File: src/rtl/set_assoc_cache.sv
// set_assoc_cache: N-way set-associative, word-line, write-through data cache
// with tree pseudo-LRU replacement and a blocking miss/store handshake.
// Optional feature: define CACHE_STATS_EN to add saturating hit/miss counters.
module set_assoc_cache #(
  parameter int unsigned WAYS       = 2,
  parameter int unsigned SETS       = 8,
  parameter int unsigned DATA_WIDTH = 32
) (
  input  logic                  clk,
  input  logic                  rst,
  input  logic                  req_valid_i,
  input  logic                  req_write_i,
  input  logic [DATA_WIDTH-1:0] addr_i,
  input  logic [DATA_WIDTH-1:0] wdata_i,
  output logic [DATA_WIDTH-1:0] rdata_o,
  output logic                  ready_o,
  output logic                  hit_o,
  output logic                  mem_req_o,
  output logic                  mem_write_o,
  output logic [DATA_WIDTH-1:0] mem_addr_o,
  output logic [DATA_WIDTH-1:0] mem_wdata_o,
  input  logic [DATA_WIDTH-1:0] mem_rdata_i,
  input  logic                  mem_ack_i
`ifdef CACHE_STATS_EN
  ,
  output logic [31:0]           hit_count_o,
  output logic [31:0]           miss_count_o
`endif
);

  localparam int unsigned SET_BITS  = $clog2(SETS);
  localparam int unsigned TAG_WIDTH = DATA_WIDTH - SET_BITS - 2;
  localparam int unsigned WAY_BITS  = $clog2(WAYS);
  localparam int unsigned PLRU_W    = WAYS - 1;

  typedef enum logic [1:0] {
    IDLE  = 2'd0,
    FILL  = 2'd1,
    WRITE = 2'd2
  } state_t;

  state_t state;
  state_t state_next;

  logic [WAYS-1:0]       valid_mem [SETS];
  logic [PLRU_W-1:0]     plru_mem  [SETS];
  logic [TAG_WIDTH-1:0]  tag_mem   [SETS][WAYS];
  logic [DATA_WIDTH-1:0] data_mem  [SETS][WAYS];

  logic [SET_BITS-1:0]   set_idx;
  logic [TAG_WIDTH-1:0]  tag;
  logic [WAYS-1:0]       set_valid;
  logic [PLRU_W-1:0]     set_plru;
  logic                  lookup_hit;
  logic [WAY_BITS-1:0]   hit_way;
  logic [DATA_WIDTH-1:0] hit_data;
  logic [WAY_BITS-1:0]   victim_way;
  logic [WAY_BITS-1:0]   touch_way;
  logic                  fill_we;
  logic                  wr_we;
  logic                  plru_we;
  logic                  unused_addr_bits;

  assign set_idx          = addr_i[SET_BITS+1:2];
  assign tag              = addr_i[DATA_WIDTH-1:SET_BITS+2];
  assign set_valid        = valid_mem[set_idx];
  assign set_plru         = plru_mem[set_idx];
  assign unused_addr_bits = ^addr_i[1:0];
  assign hit_o            = !rst && req_valid_i && lookup_hit;

  // Tree PLRU: each node bit points toward the victim half; touching a way
  // flips every node on its path to point away from it.
  function automatic logic [PLRU_W-1:0] plru_touch(input logic [PLRU_W-1:0] cur,
                                                   input logic [WAY_BITS-1:0] way);
    logic [PLRU_W-1:0] nxt;
    logic              dir;
    int unsigned       node;
    nxt  = cur;
    node = 0;
    for (int unsigned lvl = 0; lvl < WAY_BITS; lvl++) begin
      dir                   = way[WAY_BITS'(WAY_BITS - 1 - lvl)];
      nxt[WAY_BITS'(node)]  = ~dir;
      node                  = 2 * node + 1 + 32'(dir);
    end
    return nxt;
  endfunction

  // Tag lookup across all ways of the addressed set.
  always_comb begin
    lookup_hit = 1'b0;
    hit_way    = '0;
    hit_data   = '0;
    for (int w = 0; w < int'(WAYS); w++) begin
      if (set_valid[WAY_BITS'(w)] && (tag_mem[set_idx][WAY_BITS'(w)] == tag)) begin
        lookup_hit = 1'b1;
        hit_way    = WAY_BITS'(w);
        hit_data   = data_mem[set_idx][WAY_BITS'(w)];
      end
    end
  end

  // Victim: lowest-index invalid way, otherwise follow the PLRU tree.
  always_comb begin
    int unsigned node;
    logic        found;
    victim_way = '0;
    found      = 1'b0;
    node       = 0;
    for (int w = int'(WAYS) - 1; w >= 0; w--) begin
      if (!set_valid[WAY_BITS'(w)]) begin
        victim_way = WAY_BITS'(w);
        found      = 1'b1;
      end
    end
    if (!found) begin
      for (int unsigned lvl = 0; lvl < WAY_BITS; lvl++) begin
        node = 2 * node + 1 + 32'(set_plru[WAY_BITS'(node)]);
      end
      victim_way = WAY_BITS'(node - PLRU_W);
    end
  end

  // FSM state register.
  always_ff @(posedge clk) begin
    if (rst) state <= IDLE;
    else     state <= state_next;
  end

  // Next-state, handshake outputs and array write enables.
  always_comb begin
    state_next  = state;
    ready_o     = 1'b0;
    rdata_o     = '0;
    mem_req_o   = 1'b0;
    mem_write_o = 1'b0;
    mem_addr_o  = '0;
    mem_wdata_o = '0;
    fill_we     = 1'b0;
    wr_we       = 1'b0;
    plru_we     = 1'b0;
    touch_way   = hit_way;
    case (state)
      IDLE: begin
        if (req_valid_i) begin
          if (req_write_i) begin
            state_next = WRITE;
          end else if (lookup_hit) begin
            ready_o = 1'b1;
            rdata_o = hit_data;
            plru_we = 1'b1;
          end else begin
            state_next = FILL;
          end
        end
      end
      FILL: begin
        mem_req_o  = 1'b1;
        mem_addr_o = {addr_i[DATA_WIDTH-1:2], 2'b00};
        if (mem_ack_i) begin
          fill_we    = 1'b1;
          plru_we    = 1'b1;
          touch_way  = victim_way;
          state_next = IDLE;
        end
      end
      WRITE: begin
        mem_req_o   = 1'b1;
        mem_write_o = 1'b1;
        mem_addr_o  = {addr_i[DATA_WIDTH-1:2], 2'b00};
        mem_wdata_o = wdata_i;
        if (mem_ack_i) begin
          ready_o    = 1'b1;
          wr_we      = lookup_hit;
          plru_we    = lookup_hit;
          state_next = IDLE;
        end
      end
      default: state_next = IDLE;
    endcase
    if (rst) begin
      ready_o = 1'b0;
      rdata_o = '0;
      fill_we = 1'b0;
      wr_we   = 1'b0;
      plru_we = 1'b0;
    end
  end

  // Valid and PLRU state; cleared by reset.
  always_ff @(posedge clk) begin
    if (rst) begin
      for (int s = 0; s < int'(SETS); s++) begin
        valid_mem[SET_BITS'(s)] <= '0;
        plru_mem[SET_BITS'(s)]  <= '0;
      end
    end else begin
      if (fill_we) valid_mem[set_idx][victim_way] <= 1'b1;
      if (plru_we) plru_mem[set_idx] <= plru_touch(set_plru, touch_way);
    end
  end

  // Tag and data arrays; not reset, guarded by the valid bits.
  always_ff @(posedge clk) begin
    if (fill_we) begin
      tag_mem[set_idx][victim_way]  <= tag;
      data_mem[set_idx][victim_way] <= mem_rdata_i;
    end
    if (wr_we) data_mem[set_idx][hit_way] <= wdata_i;
  end

`ifdef CACHE_STATS_EN
  // One count per IDLE lookup with a request present; saturating.
  always_ff @(posedge clk) begin
    if (rst) begin
      hit_count_o  <= '0;
      miss_count_o <= '0;
    end else if (state == IDLE && req_valid_i) begin
      if (lookup_hit) begin
        if (hit_count_o != '1) hit_count_o <= hit_count_o + 32'd1;
      end else begin
        if (miss_count_o != '1) miss_count_o <= miss_count_o + 32'd1;
      end
    end
  end
`endif

endmodule

File: config.mk
export PLATFORM = sky130hd
export DESIGN_NAME = set_assoc_cache
export DESIGN_NICKNAME = d
export VERILOG_FILES = /design/src/rtl/set_assoc_cache.sv
export SDC_FILE = /design/constraint.sdc
export NUM_CORES = 1
export LEC_CHECK = 0
export BUFFER_PORTS_ARGS = -buffer_cell sky130_fd_sc_hd__buf_2
export CORE_MARGIN = 3
export CORE_UTILIZATION = 50
export DETAILED_ROUTE_END_ITERATION = 10
export PLACE_DENSITY = 0.69
export SETUP_SLACK_MARGIN = 0.15
export SLEW_MARGIN = 20
export SYNTH_ARGS = -nofsm -noshare
export SYNTH_HDL_FRONTEND = slang
export SYNTH_SLANG_ARGS = --single-unit
File: constraint.sdc
create_clock -name clk -period 10.6 [get_ports clk]
set_clock_uncertainty 0.2 [all_clocks]
set_input_delay 1.59 -clock clk [delete_from_list [all_inputs] [get_ports clk]]
set_output_delay 1.59 -clock clk [all_outputs]
set_load 0.01 [all_outputs]
* Yosys cells after proc, flatten, opt, wreduce, memory -nomap -nowiden
Memories as Yosys holds them, arrays and structs flattened.
Index checks and enable logic that the tools add are counted.
** Storage, ports and cells
- Bits in registers :: 2
- Latch bits :: 0
- RAM bits :: 968
- Bits in read-only memories :: 0
- Output and inout port bits :: 100
- Word-level logic and storage cells :: 152
- Memories kept :: 4
** Memories
- data_mem :: depth 8, bits a word 64, read ports 1, clocked after Yosys merged registers in 0, wr ports 1, line 48 : logic [DATA_WIDTH-1:0] data_mem [SETS][WAYS];
- tag_mem :: depth 8, bits a word 54, read ports 1, clocked after Yosys merged registers in 0, wr ports 1, line 47 : logic [TAG_WIDTH-1:0] tag_mem [SETS][WAYS];
- valid_mem :: depth 8, bits a word 2, read ports 1, clocked after Yosys merged registers in 0, wr ports 8, line 45 : logic [WAYS-1:0] valid_mem [SETS];
- plru_mem :: depth 8, bits a word 1, read ports 1, clocked after Yosys merged registers in 0, wr ports 8, line 46 : logic [PLRU_W-1:0] plru_mem [SETS];
** Operators by class
- Add/subtract/negate cells :: 2
- Multipliers :: 0
- Divide/modulo/power cells :: 0
- $lt $le $gt $ge :: 4
- Equality and inequality tests :: 6
- Shifts and indexed selects :: 0
- Multiplexer cells :: 90
- Bitwise gates (word level) :: 34
- Reduce and logical (&&, ||, !) cells :: 11
** Operator list (count)
- $mux 32 :: 9
- $mux 64 :: 1
- $mux 1 :: 63
- $mux 54 :: 1
- $demux 32 s1 :: 1
- $or 1x1->1 :: 32
- $demux 27 s1 :: 1
- $eq 27x27->1 :: 1
- $mux 27 :: 1
- $mux 2 :: 7
- $mux 3 :: 2
- $logic_and 1x1->1 :: 5
- $pmux 2 s2 :: 1
- $reduce_or 2->1 :: 2
- $ne 3x3->1 const B :: 1
- $pmux 1 s3 :: 1
- $reduce_and 3->1 :: 1
- $eq 2x1->1 const B :: 1
- $eq 2x2->1 const B :: 1
- $ge 2x2->1 const B :: 1
- $logic_not 2->1 :: 1
- $lt 1x2->1 const B :: 1
- $lt 2x1->1 const B :: 1
- $ne 2x1->1 const B :: 1
- 10 further kinds :: 10

* Logic depth before layout (Yosys ltp)
Gate-level depths: netlist (run 1).
An unclocked memory read counts as a cell.
- Word-level depth :: 14
- Mapped depth :: 12
- Gate-level depth less buffers :: 7

* Worst setup path before layout (run 1)
No wires, ideal clock.
- Path kind :: input-to-reg
- Start point :: in addr_i[3]
- End point :: mem data_mem[0][32] (netlist bit), enable pin
- Data arrival time :: 5.454 ns
- Path slack :: 4.515 ns
- Stages :: 11
- Path buffers :: 4
- Cell sequence :: buf_2 -> clkbuf_1 -> clkbuf_1 -> mux4_2 -> mux2i_1 -> xor2_1 -> nand2_1 -> nor4_1 -> nand4_2 -> buf_4 -> a21oi_1
** On the way
- Word-level cells in the longest chain between the ends :: 11
- Elaborated cells between the ends (all ways) :: 22
- Classes of those cells :: add/sub: 2; order compare: 2; eq/ne: 1; mux: 10; bitwise: 2; reduce/logical: 2; memory: 3
** Ends and longest elaborated chain
- from (decl) :: line 13 : input logic [DATA_WIDTH-1:0] addr_i,
- $mem_v2 8x1
- $add 1x1->1 :: line 117 : node = 2 * node + 1 + 32'(set_plru[WAY_BITS'(node)]);
- $sub 1x1->1 :: line 119 : victim_way = WAY_BITS'(node - PLRU_W);
- $mux 1 :: line 115 : if (!found) begin
- $not 1->2 (implied by the code) :: line 206 : data_mem[set_idx][victim_way] <= mem_rdata_i;
- $ge 2x2->1 (implied by the code) / $lt 2x1->1 (equally long branches) :: line 206
- $logic_and 1x1->1 (implied by the code) :: line 206
- $mux 32 (implied by the code) :: line 206
- $demux 32 s1 :: line 206
- $mux 64 (implied by the code) :: line 206
- $or 1x1->1 (no source line)
- to (decl) :: line 48
Parallel ways exist; a longest one is shown, timed or not.

* Final worst setup path (run 1)
- Start point :: in addr_i[2]
- End point :: out ready_o
** On the way
- Word-level cells in the longest chain between the ends :: 9
- Elaborated cells between the ends (all ways) :: 10
- Classes of those cells :: eq/ne: 1; mux: 6; reduce/logical: 1; memory: 2
** Ends and longest elaborated chain
- $mem_v2 8x54
- $eq 27x27->1 :: line 94 : if (set_valid[WAY_BITS'(w)] && (tag_mem[set_idx][WAY_BITS'(w)] == tag)) begin
- $logic_and 1x1->1 (*) :: line 94
- $mux 1 (*) :: line 94
- $mux 1 (*) :: line 147 : end else if (lookup_hit) begin
- $mux 1 (*) :: line 145 : if (req_write_i) begin
- $mux 1 (*) :: line 144 : if (req_valid_i) begin
- $pmux 1 s2 (*) :: line 142 : case (state)
- $mux 1 (*) :: line 180 : if (rst) begin
- to (decl) :: line 16 : output logic ready_o,
Mark *: on every way between the ends. The rest lies on a longest branch, timed or not.

==> flow_summary_export.csv, run 1 <==
group,metric,value,unit
run_status,status,"finished clean",
floorplanning,initial_core_util,51.1,%
floorplanning,fp.dieW,203,um
synthesis,ys.flop_type,"edfxtp_1",
cells_and_area,seqCellArea,14400,um2
worst_setup_path,crit_start,"addr_i[2]",
timing,fin_crit_sh,70.2,%
route,ant_nets,0,
synthesis,synthArstFlopShare,0,%
cts,clock_latency,580,ps
cts,clock_sinks,482,
worst_setup_path,r2r-start,"tag_mem[5][53]",
grt,grt_pass1_vias,11300,
cts,cts_max_level,2,
grt,grt_max_degree,60,
cells_and_area,multi_input_area,4800,um2
worst_setup_path,critPathCaptureType,"output port",
route,first_pass_iters,5,
worst_setup_path,worstSetupPathType,"in2out",
timing,min_period,7450,ps
grt,antenna_found_initial,7,
power,ir_drop,0.000121,V
synthesis,synth_edf_count,472,
worst_setup_path,crit_fanout,59,
floorplanning,rows,71,
cts,post_cts_resized,0,
route,num_vias,11100,
timing,tightest_slew,1110,ps
worst_setup_path,cp_num_buf_inv,4,
cells_and_area,final_cell_mix,"edfxtp_1, buf_2, o22ai_1",
worst_setup_path,worstPathRequired,8810,ps
cts,clkTransAtPathRegs,60,ps
cells_and_area,areaGrowthSynthToFinish,16.4,%
synthesis,yosys.cell_types.count,52,
cts,post_cts.repair.setup_buffers,0,
floorplanning,die_area,41200,um2
cts,clk_path_buf_depth,3,
synthesis,avgSynthCellArea,16.6,um2
timing,finalHoldViolCount,0,
cells_and_area,nets,1475,
grt,track_usage,21.4,%
min_path,min-delay-start,"valid_mem[4][0]",
placement,port_buffers,196,
cts,root_buffer,"clkbuf_16",
cts,cts_tree,"yes",
route,met3_length,3.37,mm
worst_setup_path,crit_path_max_incr_delay,920,ps
floorplanning,core_area,37900,um2
cts,holdBufCountCts,0,
synthesis,ys_seq_area_share,74.1,%
cells_and_area,final_common_cell,"edfxtp_1",
floorplanning,ios,201,
timing,finalSetupTns,0,ps
route,drc,0,
route,totalWireLength,44.1,mm
worst_setup_path,arrival,5660,ps
worst_setup_path,crit_slowest_cell,"buf_4",
placement,hpwl,24.4,mm
worst_setup_path,path_cells,"buf_4 -> buf_4 -> mux4_2 -> mux2i_1 -> xor2_1 -> nand4_1 -> nor3_1 -> nand4_1 -> buf_4 -> o21ai_0 -> buf_2",
worst_setup_path,crit_family,"buffers and inverters",
timing,relSlewSlack,26.1,%
placement,placed_cells,1829,
synthesis,yosys_warnings,0,
worst_setup_path,crit_top_cell,"buf_4",
floorplanning,fp.dieH,203,um
route,vias_per_cell,5.76,
timing,drv_slew,0,
route,wl_per_cell,23.0,um
synthesis,syn_inst,1168,
timing,clock.fmax,134,MHz
power,p_leak,0.00808,uW
cells_and_area,fillerInstances,2885,
cells_and_area,drive_gt1_share,27.0,%
route,drt_iter0_drc,867,
placement,gp_congestion,0.763,
flow_run,max_cap_violations,0,
grt,grt_overflow,0,
cells_and_area,fin_cells,1918,
synthesis,syn_area,19400,um2
power,p_per_area,178,nW/um2
min_path,hold_path_class,"reg2reg",
route,m1WireLength,18.0,mm
timing,grt_setup_unrepaired,"false",
synthesis,synth_seq_cells,482,
route,wl_met2,21.7,mm
grt,grt_pass1_wl,67.0,mm
timing,setup_viol,0,
cts,numCtsBuffers,48,
worst_setup_path,critPathLaunchType,"input pin",
route,top_layer_used,"met5",
## power by group
group          internal, uW  switching, uW  leakage, uW
clock network           932            687     0.000728
logic                   117            186      0.00303
registers              2100           3.55      0.00432
## layer usage
metal  vias to the layer above  global-route usage [%]
met5                         -                       0
met4                         8                    6.66
met1                      5513                    29.0
met2                       431                    35.7
met3                        71                    4.06
li1                       5034                       -
## cell usage after synthesis, types with 2 or more instances
cell | count | share of area [%]
a21bo_2 | 9 | 0.46
a21o_1 | 8 | 0.31
a21oi_1 | 9 | 0.23
a221oi_1 | 4 | 0.18
a22o_1 | 6 | 0.27
a22oi_1 | 18 | 0.70
a31oi_1 | 3 | 0.097
and2_1 | 62 | 2.0
buf_2 | 8 | 0.21
buf_4 | 9 | 0.35
buf_6 | 6 | 0.35
clkbuf_1 | 48 | 0.93
dfxtp_1 | 10 | 1.0
edfxtp_1 | 472 | 73
ha_1 | 3 | 0.19
inv_1 | 7 | 0.14
mux2_4 | 32 | 2.5
mux2i_1 | 70 | 3.6
mux4_2 | 25 | 2.9
nand2_1 | 39 | 0.75
nand2b_1 | 5 | 0.16
nand3_1 | 8 | 0.21
nand3b_1 | 10 | 0.39
nand4_1 | 9 | 0.29
nand4b_1 | 3 | 0.14
nor2_1 | 71 | 1.4
nor2b_1 | 6 | 0.19
nor3_1 | 36 | 0.93
nor3b_1 | 2 | 0.077
nor4_1 | 2 | 0.064
o21ai_0 | 3 | 0.077
o22ai_1 | 129 | 4.2
or3_1 | 2 | 0.064
or4_1 | 2 | 0.077
xnor2_1 | 5 | 0.23
xor2_1 | 11 | 0.50
## registers in the layout, indices dropped and copies added (netlist names)
register and flops:
data_mem 256, state 2, valid_mem 8, tag_mem 216
## final timing paths
path	to	slack, ps	depth (start not counted)
max	ready_o	3150	11
min	valid_mem[4][0]	250	1
max reg2reg	data_mem[0][61]	6110	9
min reg2reg	valid_mem[4][0]	250	1
## cell families after synthesis
kind of cell,share of synthesized area [%]
buffers and inverters,2.06
xor gates and xnor gates,0.722
muxes,9.05
AOI/OAI and AO/OA,6.81
adders and majority gates,0.193
DFF,74.1
and+or+nand+nor,7.06
other,0.0193
## cell type report
cell class,instances,share of cell area [%]
clock inverter,26,0.958
sequential,482,63.6
multi-input combinational,607,21.3
timing repair buffer,225,5.52
clock buffer,58,5.67
tap,511,2.83
antenna,2,0.0222
inverter,7,0.116
## metrics by stage
stage               hold WS, ps  cell area [um2]  worst slack (ps)  total power [uW]  utilization, %
global placement            235            21000              3030              2440            55.4
finish                      252            22600              3150              4030            59.6
detailed placement          242            21000              3050              2450            55.4
CTS                         256            22500              3040              4060            59.4
floorplan                   230            19400              4510              2330               -
global route                262            22600              2840              4160            59.5
Note: power is estimated with default switching activity, not from simulation.
==> inputs of run 2 (changes only) <==
Settings changed: PLACE_DENSITY 0.69 to 0.72.
Clock period 10.6 ns to 6.7 ns, I/O delays scaled along.
==> flow_summary_export.csv, run 2 (same netlist as run 1, synthesis figures left out) <==
group,metric,value,unit
run_status,status,"finished clean",
grt,grt_max_degree,52,
worst_setup_path,crit_fanout,51,
timing,clock.fmax,175,MHz
power,p_leak,0.00815,uW
worst_setup_path,cp_num_buf_inv,4,
placement,port_buffers,196,
grt,grt_overflow,0,
route,drt_iter0_drc,866,
cts,clock_latency,580,ps
cells_and_area,top_register,"data_mem",
cts,numCtsBuffers,47,
timing,setup_viol,0,
floorplanning,initial_core_util,51.1,%
cells_and_area,fin_cells,1929,
grt,grt.busiest_layer,"met2",
timing,fin_crit_sh,85.1,%
grt,antenna_found_initial,1,
cells_and_area,largest_reg_flops,256,
cts,holdBufCountCts,0,
worst_setup_path,critPathCaptureType,"output port",
min_path,hold_path_class,"reg2reg",
worst_setup_path,crit_slowest_cell,"mux4_2",
worst_setup_path,reg2reg_slack,2500,ps
worst_setup_path,arrival,4500,ps
route,totalWireLength,43.3,mm
route,wl_per_cell,22.5,um
cts,post_cts.repair.setup_buffers,0,
min_path,min-delay-start,"valid_mem[3][0]",
grt,use_met1,28.6,%
route,ant_nets,0,
timing,whs,258,ps
timing,drv_slew,0,
timing,tightest_slew,1090,ps
floorplanning,core_area,37900,um2
grt,track_usage,21.1,%
timing,relSlewSlack,27.0,%
cells_and_area,areaGrowthSynthToFinish,17.1,%
flow_run,max_cap_violations,0,
grt,use_met2,35.4,%
cts,clkTransAtPathRegs,60,ps
timing,finalSetupTns,0,ps
cells_and_area,antenna_cells,0,
cells_and_area,nets,1485,
worst_setup_path,worstPathRequired,5490,ps
worst_setup_path,critPathLaunchType,"input pin",
floorplanning,rows,71,
worst_setup_path,r2r-start,"tag_mem[5][53]",
cells_and_area,final_common_cell,"edfxtp_1",
cts,post_cts_resized,0,
cells_and_area,reg_top3,"data_mem (256), tag_mem (216), valid_mem (8)",
cells_and_area,fin_util,59.9,%
timing,grt_setup_unrepaired,"false",
route,drc,0,
cells_and_area,drive_gt1_share,27.7,%
grt,grt_pass1_vias,11200,
route,vias_per_cell,5.77,
cts,root_buffer,"clkbuf_16",
floorplanning,fp.dieH,203,um
route,num_vias,11100,
min_path,hold_depth,1,
worst_setup_path,crit_path_max_incr_delay,570,ps
min_path,whs_endpoint,"valid_mem[3][0]",
worst_setup_path,worstSetupPathType,"in2out",
placement,gp_congestion,0.766,
placement,placed_cells,1840,
power,ir_drop,0.000202,V
worst_setup_path,r2r-end,"data_mem[1][43]",
floorplanning,ios,201,
cts,clk_path_buf_depth,3,
cells_and_area,final_cell_mix,"edfxtp_1, buf_2, o22ai_1",
cts,clock_sinks,482,
timing,finalHoldViolCount,0,
power,p_per_area,282,nW/um2
cts,cts_tree,"yes",
route,first_pass_iters,5,
grt,grt_pass1_wl,66.1,mm
floorplanning,die_area,41200,um2
worst_setup_path,crit_family,"buffers and inverters",
floorplanning,fp.dieW,203,um
grt,met3_usage,3.98,%
cts,cts_max_level,2,
placement,hpwl,24.8,mm
worst_setup_path,ff2ff_path_depth,9,
timing,min_period,5700,ps
worst_setup_path,path_cells,"buf_4 -> buf_12 -> mux4_2 -> mux2i_1 -> xor2_1 -> nand4_1 -> nor3_1 -> nand4_1 -> buf_4 -> nor3b_1 -> buf_2",
-- run 2: cell types whose count changed in the layout (fill, tap and decap cells not counted), moves of 3 or more --
cell / previous run / this run
clkbuf_8: 0 / 4
nand2b_1: 2 / 5
buf_4: 27 / 36
nand2b_2: 3 / 0
clkbuf_1: 8 / 5
-- run 2: through the flow --
stage	setup WS [ps]	power (uW)	instance area, um2
after floorplan	1200	3680	19400
after global placement	962	3870	21100
after detailed placement	941	3880	21100
after CTS	926	6450	22700
after global routing	795	6630	22700
final	999	6420	22700
-- run 2: layout make-up --
| cell class | count | area [um2] |
|---|---|---|
| Tap cell | 511 | 639 |
| Fill cell | 2790 | 15200 |
| Timing Repair Buffer | 236 | 1350 |
| Clock buffer | 57 | 1270 |
| Sequential cell | 482 | 14400 |
| Clock inverter | 29 | 260 |
| Inverter | 7 | 26.3 |
| Multi-Input combinational cell | 607 | 4790 |
-- run 2: per-layer routing --
metal / up-vias / wire, um / part of all wire (%)
met4: 2 / 758 / 1.8
met1: 5644 / 17900 / 41
met5: - / 7 / 0.016
li1: 5064 / - / -
met2: 356 / 22000 / 51
met3: 58 / 2700 / 6.2
-- run 2: worst max-delay path by stage --
stage / start / to / slack [ps] / cells past startpoint
floorplan: addr_i[3] / data_mem[0][32] / 1200 / 11
global placement: addr_i[2] / rdata_o[2] / 960 / 10
detailed placement: addr_i[2] / hit_o / 940 / 10
CTS: addr_i[2] / hit_o / 930 / 10
global route: addr_i[2] / hit_o / 790 / 10
finish: addr_i[2] / hit_o / 1000 / 11
-- run 2: worst register-to-register path: cells and delay by family, from the launching register on --
family / cells / cell delay, ps
compound gates: 4 / 1670
flops: 1 / 350
mux: 1 / 260
buf+inv: 2 / 660
simple gates: 2 / 740
-- run 2: power by group --
| part | total, uW | internal [uW] | switching (uW) |
|---|---|---|---|
| Combinational | 480 | 188 | 292 |
| Clock | 2600 | 1510 | 1090 |
| Sequential | 3330 | 3330 | 5.09 |
==> inputs of run 3 (changes only) <==
Settings changed: REMOVE_ABC_BUFFERS set to 1.
==> flow_summary_export.csv, run 3 (same netlist as run 1, synthesis figures left out) <==
group,metric,value,unit
cts,clock_latency,570,ps
route,first_pass_iters,5,
route,vias_per_cell,5.77,
cells_and_area,areaGrowthSynthToFinish,17.6,%
power,ir_drop,0.000236,V
cells_and_area,antenna_cells,0,
worst_setup_path,cp_num_buf_inv,4,
grt,met3_usage,3.59,%
cts,numCtsBuffers,47,
cells_and_area,final_common_cell,"edfxtp_1",
cells_and_area,top_register,"data_mem",
timing,relSlewSlack,26.1,%
timing,fin_crit_sh,86.1,%
floorplanning,ios,201,
cts,cts_tree,"yes",
grt,grt_overflow,0,
power,p_leak,0.00818,uW
grt,grt_pass1_vias,11400,
grt,antenna_found_initial,0,
route,num_vias,11100,
placement,port_buffers,196,
timing,grt_setup_unrepaired,"false",
floorplanning,core_area,37900,um2
floorplanning,die_area,41200,um2
placement,gp_congestion,0.765,
timing,min_period,5770,ps
grt,grt_pass1_wl,65.4,mm
power,p_per_area,283,nW/um2
cts,holdBufCountCts,0,
cts,clkTransAtPathRegs,60,ps
worst_setup_path,crit_top_cell,"buf_4",
floorplanning,fp.dieW,203,um
run_status,status,"finished clean",
grt,track_usage,20.6,%
route,drc,0,
worst_setup_path,path_cells,"buf_4 -> buf_4 -> mux4_2 -> mux2i_1 -> xor2_1 -> nand3_1 -> and4b_1 -> nand4_1 -> buf_4 -> nor3_1 -> buf_2",
placement,hpwl,24.5,mm
worst_setup_path,crit_fanout,48,
timing,clock.fmax,173,MHz
cts,root_buffer,"clkbuf_16",
worst_setup_path,crit_family,"buffers and inverters",
min_path,hold_path_class,"reg2reg",
floorplanning,initial_core_util,51.1,%
worst_setup_path,arrival,4560,ps
placement,place_ws,885,ps
cells_and_area,reg_top3,"data_mem (256), tag_mem (216), valid_mem (8)",
cells_and_area,nets,1488,
cells_and_area,largest_reg_flops,256,
worst_setup_path,critPathCaptureType,"output port",
timing,drv_slew,0,
timing,finalHoldViolCount,0,
route,totalWireLength,43.0,mm
cells_and_area,fillerInstances,2733,
route,wl_per_cell,22.3,um
worst_setup_path,worstPathRequired,5490,ps
grt,use_met1,27.6,%
grt,use_met2,34.8,%
cts,post_cts_resized,0,
timing,tightest_slew,1110,ps
cells_and_area,final_cell_mix,"edfxtp_1, buf_2, o22ai_1",
floorplanning,fp.dieH,203,um
route,ant_nets,0,
timing,setup_viol,0,
floorplanning,rows,71,
worst_setup_path,crit_path_max_incr_delay,720,ps
cts,cts_max_level,2,
worst_setup_path,worstSetupPathType,"in2out",
worst_setup_path,critPathLaunchType,"input pin",
route,drt_iter0_drc,860,
timing,setup_slack,932,ps
cts,clock_sinks,482,
grt,grt_max_degree,49,
flow_run,max_cap_violations,0,
cts,post_cts.repair.setup_buffers,0,
timing,finalSetupTns,0,ps
cts,clk_path_buf_depth,3,
cells_and_area,drive_gt1_share,27.6,%
worst_setup_path,crit_slowest_cell,"buf_4",
grt,grt.busiest_layer,"met2",
-- run 3: per-stage QoR --
stage	utilization, %	instances	area (um2)	hold slack, ps	total power, uW
2_1_floorplan	-	1096	19000	230	3650
3_3_place_gp	55.7	1841	21100	235	3870
3_5_place_dp	55.8	1843	21200	242	3880
4_1_cts	59.9	1926	22700	256	6500
5_1_grt	60.1	1929	22800	273	6660
6_report	60.1	1929	22800	255	6460
-- run 3: worst paths after layout --
path,start,to,slack (ps),cells past startpoint
setup reg to reg,tag_mem[4][53],data_mem[4][51],2630,10
hold / removal,valid_mem[0][0],valid_mem[0][0],250,1
hold reg to reg,valid_mem[0][0],valid_mem[0][0],250,1
setup / recovery,addr_i[2],rdata_o[16],930,11
-- run 3: final cells by class --
cell class              count  area, um2  share of cell area, %
multi-input cells         607       4800                   21.0
repair buffers            239       1420                   6.24
clock buffers              59       1240                   5.45
clock inverters            24        310                   1.36
well taps                 511        639                   2.80
inverters                   7       26.3                  0.115
flip-flops and latches    482      14400                   63.0
-- run 3: worst register-to-register path, stage by stage (launching register included) --
cell       delay [ps]
edfxtp_1          360
mux2_2            260
a221o_1           370
a211o_1           260
a2111oi_0         450
buf_4             210
and4b_1           360
nand4_4           150
buf_4             320
a21oi_4           540
buf_12            270
-- run 3: layer usage --
metal  wire length, um  share of wire, %  vias to the layer above
met5                 0                 0                        -
li1                  -                 -                     5066
met3              3150               7.3                       66
met4               960               2.2                        0
met2             21500                50                      457
met1             17400                40                     5543
-- run 3: power breakdown --
part	switching (uW)	internal (uW)	leakage, uW
clock	1060	1580	0.000742
sequential	5.22	3330	0.00432
combinational	294	189	0.00312
total	1360	5100	0.00818
